==> config.mk <==
export PLATFORM = sky130hd
export DESIGN_NAME = reset_sequencer
export DESIGN_NICKNAME = d
export VERILOG_FILES = /design/src/rtl/reset_sequencer.sv
export SDC_FILE = /design/constraint.sdc
export NUM_CORES = 1
export LEC_CHECK = 0
export CAP_MARGIN = 20
export CELL_PAD_IN_SITES_DETAIL_PLACEMENT = 0
export CELL_PAD_IN_SITES_GLOBAL_PLACEMENT = 1
export CORE_ASPECT_RATIO = 0.7
export CORE_MARGIN = 2
export CORE_UTILIZATION = 34
export CTS_CLUSTER_DIAMETER = 100
export DETAILED_ROUTE_END_ITERATION = 16
export PLACE_DENSITY_LB_ADDON = 0.1
export SYNTH_ARGS = -nofsm -noshare
export SYNTH_HDL_FRONTEND = slang
export SYNTH_SLANG_ARGS = --single-unit
==> constraint.sdc <==
create_clock -name clk -period 5.6 [get_ports clk]
set_input_delay 1.68 -clock clk [delete_from_list [all_inputs] [get_ports clk]]
set_output_delay 1.68 -clock clk [all_outputs]
set_load 0.05 [all_outputs]
==> src/rtl/reset_sequencer.sv <==
// Reset sequencer: synchronizes reset release, then releases the peripheral
// reset and, a few cycles later, the core reset; supports soft re-sequencing.
module reset_sequencer #(
    parameter int SYNC_STAGES = 2,
    parameter int HOLD        = 16,
    parameter int STAGGER     = 4
) (
    input  logic       clk,
    input  logic       reset,
    input  logic       sw_req,
    output logic       rst_periph,
    output logic       rst_core,
    output logic       rst_done,
    output logic [7:0] seq_count
);

    localparam int MAXC = (HOLD > STAGGER) ? HOLD : STAGGER;
    localparam int CW   = $clog2(MAXC + 1);
    localparam logic [CW-1:0] HOLD_LAST = CW'(HOLD - 1);
    localparam logic [CW-1:0] STAG_LAST = CW'(STAGGER - 1);

    typedef enum logic [1:0] {
        ST_SYNC,
        ST_HOLD,
        ST_PERIPH,
        ST_RUN
    } state_t;

    state_t                 state;
    logic [CW-1:0]          count;
    logic [SYNC_STAGES-1:0] sync_chain;
    logic                   released;

    // Reset assertion is immediate; release is only seen through the chain
    always_ff @(posedge clk or negedge reset) begin
        if (!reset) begin
            sync_chain <= '0;
        end else begin
            sync_chain <= {sync_chain[SYNC_STAGES-2:0], 1'b1};
        end
    end

    assign released = sync_chain[SYNC_STAGES-1];

    // Output resets are updated on the same edge as the state change they belong to
    always_ff @(posedge clk or negedge reset) begin
        if (!reset) begin
            state      <= ST_SYNC;
            count      <= '0;
            rst_periph <= 1'b1;
            rst_core   <= 1'b1;
            rst_done   <= 1'b0;
            seq_count  <= 8'd0;
        end else begin
            case (state)
                ST_SYNC: begin
                    if (released) begin
                        state <= ST_HOLD;
                        count <= '0;
                    end
                end
                ST_HOLD: begin
                    if (count == HOLD_LAST) begin
                        state      <= ST_PERIPH;
                        count      <= '0;
                        rst_periph <= 1'b0;
                    end else begin
                        count <= count + CW'(1);
                    end
                end
                ST_PERIPH: begin
                    if (count == STAG_LAST) begin
                        state    <= ST_RUN;
                        count    <= '0;
                        rst_core <= 1'b0;
                        rst_done <= 1'b1;
                        if (seq_count != 8'hFF) begin
                            seq_count <= seq_count + 8'd1;
                        end
                    end else begin
                        count <= count + CW'(1);
                    end
                end
                ST_RUN: begin
                    if (sw_req) begin
                        state      <= ST_HOLD;
                        count      <= '0;
                        rst_periph <= 1'b1;
                        rst_core   <= 1'b1;
                        rst_done   <= 1'b0;
                    end
                end
                default: begin
                    state <= ST_SYNC;
                    count <= '0;
                end
            endcase
        end
    end

endmodule

==> flow_summary_export.csv, run 1 <==
group,metric,value,unit
synthesis,synth-seq-cells,20,
sta,report.final.slew_viol_count,0,
die,ios,14,
setup_path,start_kind,"flip-flop",
die,fp.dieW,70.9,um
clocking,hold_buffers,0,
place,portBuffers,13,
hold_path,hold-path-endpoint,"sync_chain[1]$_DFF_PN0_",
clocking,cts_root_buf,"clkbuf_8",
run_status,status,"complete, no violations",
synthesis,synthesis.area,1070,um2
die,core,2880,um2
sta,setup_viol,0,
synthesis,yosys_warnings,0,
final_layout,nets,133,
synthesis,synthCells,103,
sta,slew_headroom,0.396,
final_layout,num_antenna_cells,0,
setup_path,cp_top_family,"buffers and inverters",
clocking,htree_num_levels,1,
die,die_area,3610,um2
setup_path,worst-path-buf-inv,1,
synthesis,yosysSeqAreaShare,0.472,
synthesis,synthSimpleGateAreaFrac,0.205,
die,fp.dieH,50.9,um
sta,skew,0.00652,ns
final_layout,final_util,0.450,
sta,min_period_over_period,0.586,
setup_path,slowest_delay,0.79,ns
clocking,cts_sinks,20,
setup_path,cp_max_fo,3,
synthesis,synth_top_family_by_area,"simple AND/OR/NAND/NOR gates",
synthesis,syn_area_per_cell,10.3,um2
final_layout,fillers,287,
setup_path,reg2reg_to,"count[3]$_DFFE_PN0P_",
hold_path,min_from,"sync_chain[0]$_DFF_PN0_",
routing,dr.pass1.iters,4,
global_routing,grt_pass1_vias,743,
global_routing,grt_pass1_wl,3.53,mm
global_routing,track_usage,0.126,
clocking,cts_buffers,3,
die,rows,16,
setup_path,cp_cell_sequence,"clkdlybuf4s50_1",
place,hpwl,1.48,mm
sta,max_freq,0.305,GHz
routing,drt_iter0_markers,13,
routing,drc_errors,0,
routing,vias,766,
clocking,cts_tree,"yes",
setup_path,slowest_stage,"clkdlybuf4s50_1",
hold_path,hp-class,"reg -> reg",
hold_path,worstHoldPathCells,0,
routing,routed_via_density,4.91,
die,initial_core_util,0.370,
sta,grt_setup_unrepaired,"false",
global_routing,overflow,0,
global_routing,grt_max_degree,21,
final_layout,drive_gt1_frac,0.108,
clocking,clock_path_buffers,2,
run,max_cap_viol_count,0,
pwr,p_per_area,402,nW/um2
setup_path,crit_required,3.92,ns
clocking,clk_pin_slew,0.08,ns
final_layout,regArea,503,um2
final_layout,multi_input_area,533,um2
setup_path,worst_r2r_path_depth,8,
pwr,irDropWorstVdd,0.213,mV
clocking,cts_resized,0,
synthesis,synthAdderAreaFrac,0.106,
synthesis,synth_fp_nets,115,
final_layout,area_delta_synth_final,21.6,%
routing,routed_wirelength,1.99,mm
sta,hold_viol,0,
sta,final.setup.tns,0,ns
global_routing,antenna_found_initial,0,
place,gp_congestion,0.791,
setup_path,r2r_slack,3.49,ns
clocking,cts_setup_buffers,0,
sta,period_needed,3.28,ns
setup_path,critPathKind,"reg -> out",
sta,worst_pin_slew,0.904,ns
routing,wl_per_cell,12.7,um
synthesis,synth_xor_area_frac,0.0411,
synthesis,synth-compound-area-share,0.0939,
clocking,worstSkewPairLatency,0.26,ns
routing,final_antenna_net_count,0,
setup_path,cp.arrival,1.60,ns
setup_path,reg2reg_from,"count[0]$_DFFE_PN0P_",
synthesis,muxShareOfSynthArea,0.0505,
synthesis,ys_types,29,
pwr,leakagePower,0.589,nW
setup_path,critPathCaptureType,"output port",
==> layer usage <==
layer  vias up  global-route usage  routed length [um]
met1       363               0.182                1130
met4         0              0.0283                  13
met3         2              0.0473                  76
li1        391                   -                   -
met5         -                   0                   0
met2        10               0.179                 765
==> worst register-to-register path: stages, from the launching register on <==
cell and delay [ns]:
dfrtp_1 0.41, ha_1 0.27, nand3_1 0.12, inv_1 0.05
ha_1 0.18, nand2b_1 0.20, o21ai_2 0.12, or3b_1 0.42
o311ai_2 0.26
==> how the worst max path moves through the flow <==
| stage | from | endpoint | slack [ns] | cells after the start |
|---|---|---|---|---|
| 2_1_floorplan | sw_req | count[3]$_DFFE_PN0P_ | 3.02 | 3 |
| 3_3_place_gp | sw_req | count[3]$_DFFE_PN0P_ | 2.38 | 4 |
| 3_5_place_dp | sw_req | count[3]$_DFFE_PN0P_ | 2.33 | 4 |
| 4_1_cts | rst_core$_DFFE_PN1P_ | rst_core | 2.31 | 1 |
| 5_1_grt | rst_core$_DFFE_PN1P_ | rst_core | 2.27 | 1 |
| 6_report | rst_core$_DFFE_PN1P_ | rst_core | 2.32 | 1 |
==> power by group <==
group | switching (mW) | leakage (nW) | total (mW) | internal, mW
logic | 0.139 | 0.302 | 0.215 | 0.0765
registers | 0.0208 | 0.258 | 0.196 | 0.175
clock network | 0.0475 | 0.0288 | 0.110 | 0.0625
total | 0.207 | 0.589 | 0.521 | 0.314
==> cells in the mapped netlist <==
cell	instances	area [um2]
o2bb2ai_1	1	8.76
nor4b_4	1	23.8
o22ai_1	1	6.26
or3b_1	1	8.76
and3_1	2	12.5
o21ai_2	1	8.76
dfstp_2	2	52.6
mux2_2	3	33.8
o31ai_1	1	7.51
a21oi_1	4	20.0
nand2_2	1	6.26
nor3_1	2	10.0
nor2_1	7	26.3
xor2_1	4	35.0
a211oi_1	1	7.51
nand3_1	7	35.0
nand2_1	10	37.5
nand2b_1	4	25.0
inv_1	8	30.0
nor3b_1	2	15.0
o21ai_0	5	25.0
o311ai_2	1	16.3
conb_1	1	3.75
ha_1	9	113
and2_1	1	6.26
mux2i_1	2	20.0
xnor2_1	1	8.76
nand4_1	2	12.5
dfrtp_1	18	450
==> registers in the layout (all words and copies together) (netlist names) <==
name,cells
seq_count,8
count,5
state,2
sync_chain,2
rst_core,1
rst_done,1
rst_periph,1
==> layout make-up <==
type | instances | share of cell area
clock buffers | 4 | 0.0425
inverters | 8 | 0.0232
multi-input cells | 75 | 0.411
flip-flops and latches | 20 | 0.388
well taps | 36 | 0.0347
repair buffers | 13 | 0.100
==> cell usage in the layout (no fill, tap or decap), types with 2 or more instances in the layout <==
master | Yosys | routed
dfrtp_1 | 18 | 18
clkdlybuf4s50_1 | 0 | 13
nand2_1 | 10 | 10
ha_1 | 9 | 9
inv_1 | 8 | 8
nand3_1 | 7 | 7
nor2_1 | 7 | 7
o21ai_0 | 5 | 5
nand2b_1 | 4 | 4
a21oi_1 | 4 | 4
xor2_1 | 4 | 4
clkbuf_8 | 0 | 4
mux2_2 | 3 | 3
and3_1 | 2 | 2
nand4_1 | 2 | 2
nor3_1 | 2 | 2
nor3b_1 | 2 | 2
mux2i_1 | 2 | 2
dfstp_2 | 2 | 2
==> cell families (layout without fill, tap and decap cells) <==
group | count (synthesis) | count (layout)
AND/OR/NAND/NOR | 40 | 40
multiplexers | 5 | 5
adder cells (fa/ha/maj) | 9 | 9
flip-flops | 20 | 20
buffers and inverters | 8 | 25
XOR/XNOR | 5 | 5
other | 1 | 1
AO/OA/AOI/OAI | 15 | 15
==> metrics by stage <==
step / power, mW / hold WS [ns] / instance area (um2) / instances / setup WS (ns)
finish: 0.521 / 0.362 / 1300 / 156 / 2.32
global route: 0.562 / 0.382 / 1300 / 156 / 2.27
CTS: 0.527 / 0.368 / 1300 / 156 / 2.31
detailed placement: 0.415 / 0.350 / 1240 / 152 / 2.33
global placement: 0.414 / 0.336 / 1240 / 152 / 2.38
floorplan: 0.355 / 0.331 / 1070 / 103 / 3.02
Note: power is estimated with default switching activity, not from simulation.
==> run 2: changes to the inputs <==
- clock period: 5.6 -> 2.93 ns (I/O delays scaled with it)
==> flow_summary_export.csv, run 2 (same netlist as run 1, synthesis figures left out) <==
group,metric,value,unit
run_status,status,"complete, no violations",
global_routing,gr-usage-met1,0.188,
routing,vias,772,
clocking,htree_num_levels,1,
run,max_cap_viol_count,0,
pwr,fin_total_pwr,1.07,mW
setup_path,slowest_stage,"clkdlybuf4s50_1",
sta,final.setup.tns,0,ns
global_routing,use_met3,0.0493,
setup_path,cp_max_fo,3,
final_layout,top_register,"seq_count",
die,die_area,3610,um2
pwr,leakagePower,0.600,nW
pwr,irDropWorstVdd,0.394,mV
routing,drt_iter0_markers,29,
final_layout,final_common_cell,"dfrtp_1",
clocking,cts_setup_buffers,0,
clocking,cts_resized,0,
die,fp.dieW,70.9,um
final_layout,num_antenna_cells,0,
setup_path,critPathKind,"reg -> out",
final_layout,final_cell_mix,"dfrtp_1, clkdlybuf4s50_1, nand2_1",
global_routing,grt_pass1_wl,3.53,mm
global_routing,grt_max_degree,21,
sta,setup_ws,0.448,ns
final_layout,fin_area,1320,um2
clocking,clk_pin_slew,0.08,ns
clocking,cts_buffers,3,
pwr,clock_power_share,0.262,
sta,max_freq,0.403,GHz
global_routing,antenna_found_initial,0,
pwr,power.internal,0.665,mW
setup_path,cp_cell_sequence,"clkdlybuf4s50_1",
die,initial_core_util,0.370,
pwr,comb_power_share,0.385,
place,gp_congestion,0.791,
die,fp.dieH,50.9,um
pwr,netSwitchingPower,0.403,mW
sta,report.final.slew_viol_count,0,
routing,wl_per_cell,12.7,um
die,rows,16,
clocking,cts_root_buf,"clkbuf_8",
clocking,clock_path_buffers,2,
sta,min_period_over_period,0.847,
sta,worst_pin_slew,0.618,ns
final_layout,regArea,503,um2
final_layout,multi_input_area,533,um2
global_routing,overflow,0,
sta,period_needed,2.48,ns
final_layout,drive_gt1_frac,0.116,
place,hpwl,1.47,mm
setup_path,cp_top_family,"buffers and inverters",
sta,skew,0.00228,ns
final_layout,largest_reg_flops,8,
global_routing,grtUsageMet2,0.176,
routing,dr.pass1.iters,4,
place,placed_cell_area,1250,um2
global_routing,busiest_layer,"met1",
setup_path,slowest_delay,0.79,ns
sta,slew_headroom,0.588,
place,portBuffers,13,
clocking,worstSkewPairLatency,0.26,ns
routing,routed_wirelength,2.00,mm
pwr,p_per_area,809,nW/um2
setup_path,start_kind,"flip-flop",
die,core,2880,um2
clocking,cts_tree,"yes",
global_routing,grt_pass1_vias,748,
clocking,cts_sinks,20,
global_routing,track_usage,0.128,
place,pre_cts_ws,0.479,ns
final_layout,fillers,296,
final_layout,nets,134,
setup_path,cp.arrival,1.60,ns
die,ios,14,
sta,setup_viol,0,
routing,drc_errors,0,
pwr,seq_power_share,0.353,
sta,grt_setup_unrepaired,"false",
routing,routed_via_density,4.92,
clocking,hold_buffers,0,
routing,final_antenna_net_count,0,
hold_path,hp-class,"reg -> reg",
setup_path,crit_required,2.05,ns
final_layout,area_delta_synth_final,23.8,%
pwr,p_sw_frac,0.378,
setup_path,worst-path-buf-inv,1,
setup_path,critPathCaptureType,"output port",
sta,hold_viol,0,
final_layout,largestRegisters,"seq_count x8, count x5",
==> run 2: changes by cell type in the layout (fill, tap and decap cells not counted) <==
cell       change
clkbuf_8       -1
buf_4          +1
bufinv_16      +1
==> run 2: worst paths after layout <==
check | from | end | slack, ns | depth (start not counted)
hold reg to reg | sync_chain[0]$_DFF_PN0_ | sync_chain[1]$_DFF_PN0_ | 0.36 | 0
hold / removal | sync_chain[0]$_DFF_PN0_ | sync_chain[1]$_DFF_PN0_ | 0.36 | 0
max in group asynchronous | reset | rst_periph$_DFFE_PN1P_ | 1.70 | 2
setup reg to reg | count[0]$_DFFE_PN0P_ | count[3]$_DFFE_PN0P_ | 0.82 | 8
min in group asynchronous | reset | count[0]$_DFFE_PN0P_ | 0.95 | 2
setup / recovery | rst_core$_DFFE_PN1P_ | rst_core | 0.45 | 1
==> run 2: power by group through the flow <==
stage | logic (mW) | registers [mW] | clock network (mW)
global route | 0.460 | 0.387 | 0.303
floorplan | 0.221 | 0.457 | 0
CTS | 0.417 | 0.377 | 0.289
detailed placement | 0.413 | 0.383 | 0
global placement | 0.412 | 0.380 | 0
finish | 0.411 | 0.377 | 0.280
==> run 2: area by class of cell <==
class | instances | share of cell area
inverters | 8 | 0.0227
multi-input cells | 75 | 0.404
flip-flops and latches | 20 | 0.381
repair buffers | 14 | 0.104
well taps | 36 | 0.0341
clock inverters | 1 | 0.0227
clock buffers | 3 | 0.0313
==> run 2: per-layer routing <==
layer  part of all wire  wire length [um]
met1               0.55              1110
met2               0.37               738
met3              0.066               132
met4             0.0085                17
met5                  0                 0
==> run 2: stage by stage <==
step	hold WS, ns	instances	utilization
3_3_place_gp	0.337	153	0.433
3_5_place_dp	0.339	153	0.433
4_1_cts	0.359	157	0.458
5_1_grt	0.372	157	0.458
2_1_floorplan	0.331	103	-
6_report	0.358	157	0.458
==> run 3: changes to the inputs <==
- clock period: 2.93 -> 2.1 ns (I/O delays scaled with it)
==> flow_summary_export.csv, run 3 (same netlist as run 1, synthesis figures left out) <==
group,metric,value,unit
die,fp.dieH,50.9,um
final_layout,final_common_cell,"dfrtp_1",
hold_path,hold-path-endpoint,"sync_chain[1]$_DFF_PN0_",
hold_path,min_from,"sync_chain[0]$_DFF_PN0_",
final_layout,num_antenna_cells,0,
pwr,leakagePower,0.643,nW
clocking,clock_path_buffers,2,
sta,skew,0.00256,ns
global_routing,grt_pass1_wl,3.72,mm
clocking,htree_num_levels,1,
sta,setup_ws,0.113,ns
setup_path,critPathKind,"reg -> reg",
clocking,cts_buffers,3,
run,max_cap_viol_count,0,
die,die_area,3610,um2
final_layout,multi_input_area,538,um2
setup_path,reg2reg_to,"count[3]$_DFFE_PN0P_",
die,core,2880,um2
clocking,cts_sinks,20,
sta,max_freq,0.503,GHz
routing,drc_errors,0,
sta,setup_viol,0,
routing,dr.pass1.iters,4,
final_layout,final_cells,162,
setup_path,reg2reg_from,"count[0]$_DFFE_PN0P_",
die,fp.dieW,70.9,um
die,rows,16,
clocking,clk_pin_slew,0.08,ns
die,initial_core_util,0.370,
final_layout,drive_gt1_frac,0.254,
pwr,p_per_area,1170,nW/um2
pwr,irDropWorstVdd,0.538,mV
clocking,cts_tree,"yes",
setup_path,cp.arrival,2.15,ns
routing,wl_per_cell,12.7,um
final_layout,area_delta_synth_final,25.2,%
setup_path,cp_top_family,"simple AND/OR/NAND/NOR gates",
setup_path,cp_cell_sequence,"ha_2, nand3_1, inv_1, ha_1, nand2b_1, o21ai_2, or3b_4, o311ai_2",
routing,routed_wirelength,2.06,mm
global_routing,gr-usage-met1,0.208,
global_routing,grt_max_degree,21,
setup_path,r2r_slack,0.11,ns
final_layout,largest_reg_flops,8,
run_status,status,"complete, no violations",
hold_path,hp-class,"reg -> reg",
global_routing,grt_pass1_vias,775,
hold_path,worstHoldPathCells,0,
routing,final_antenna_net_count,0,
global_routing,busiest_layer,"met1",
setup_path,slowest_stage,"dfrtp_1",
setup_path,worst-path-buf-inv,1,
sta,min_period_over_period,0.946,
routing,routed_via_density,4.83,
place,portBuffers,13,
final_layout,top_register,"seq_count",
clocking,worstSkewPairLatency,0.26,ns
place,pre_cts_ws,0.0596,ns
clocking,hold_buffers,0,
clocking,cts_root_buf,"clkbuf_8",
setup_path,crit_required,2.27,ns
sta,report.final.slew_viol_count,0,
place,hpwl,1.54,mm
setup_path,start_kind,"flip-flop",
global_routing,antenna_found_initial,0,
global_routing,grtUsageMet2,0.176,
final_layout,regArea,503,um2
setup_path,critPathCaptureType,"flip-flop",
routing,vias,783,
place,placed_cells,156,
final_layout,largestRegisters,"seq_count x8, count x5",
global_routing,overflow,0,
global_routing,track_usage,0.135,
sta,hold_viol,0,
die,ios,14,
place,gp_congestion,0.829,
sta,period_needed,1.99,ns
final_layout,nets,139,
final_layout,final_cell_mix,"dfrtp_1, buf_4, nand2_1",
setup_path,cp_max_fo,4,
setup_path,slowest_delay,0.41,ns
final_layout,fillers,294,
setup_path,worst_r2r_path_depth,8,
routing,drt_iter0_markers,35,
global_routing,use_met3,0.0493,
[run 3: cell count changes in the layout (fill, tap and decap cells not counted), sizes merged]
cell           change
clkdlybuf4s50     -11
buf               +16
[run 3: per-stage QoR]
step                setup TNS (ns)  area [um2]  hold slack [ns]   util  total power, mW
global placement                 0        1240            0.336  0.431             1.13
finish                           0        1340            0.363  0.463             1.56
detailed placement               0        1240            0.344  0.431             1.12
global route              -0.00408        1340            0.365  0.463             1.68
floorplan                        0        1070            0.331      -            0.946
CTS                              0        1320            0.363  0.456             1.52
[run 3: how the worst max path moves through the flow]
stage               slack [ns]                   end                 start  cells past startpoint
floorplan                 0.19  count[3]$_DFFE_PN0P_  count[0]$_DFFE_PN0P_                      8
global placement          0.11  count[3]$_DFFE_PN0P_  count[0]$_DFFE_PN0P_                      8
detailed placement        0.06  count[3]$_DFFE_PN0P_  count[0]$_DFFE_PN0P_                      8
CTS                       0.03  count[3]$_DFFE_PN0P_  count[0]$_DFFE_PN0P_                      8
global route            -0.004  count[3]$_DFFE_PN0P_  count[0]$_DFFE_PN0P_                      8
finish                    0.11  count[3]$_DFFE_PN0P_  count[0]$_DFFE_PN0P_                      8
[run 3: metal layers]
layer / part of all wire / up-vias
met1: 0.57 / 368
met4: 0.0063 / 0
met2: 0.37 / 15
met5: 0 / -
met3: 0.053 / 2
li1: - / 398
[run 3: cell type report]
class | count | share of cell area
Sequential cell | 20 | 0.377
Tap cell | 36 | 0.0337
Multi-Input combinational cell | 75 | 0.403
Timing Repair Buffer | 19 | 0.111
Clock inverter | 1 | 0.0225
Inverter | 8 | 0.0225
Clock buffer | 3 | 0.0309
[run 3: timing repair]
| action | CTS | global route |
|---|---|---|
| endpoints found under the setup margin | 0 | 3 |
| resized for setup | 0 | 2 |
| setup buffers | 0 | 2 |
[run 3: power breakdown]
part	total [mW]	internal, mW	switching (mW)	leakage, nW
sequential	0.525	0.468	0.0576	0.258
clock	0.385	0.254	0.130	0.0357
combinational	0.649	0.259	0.390	0.349
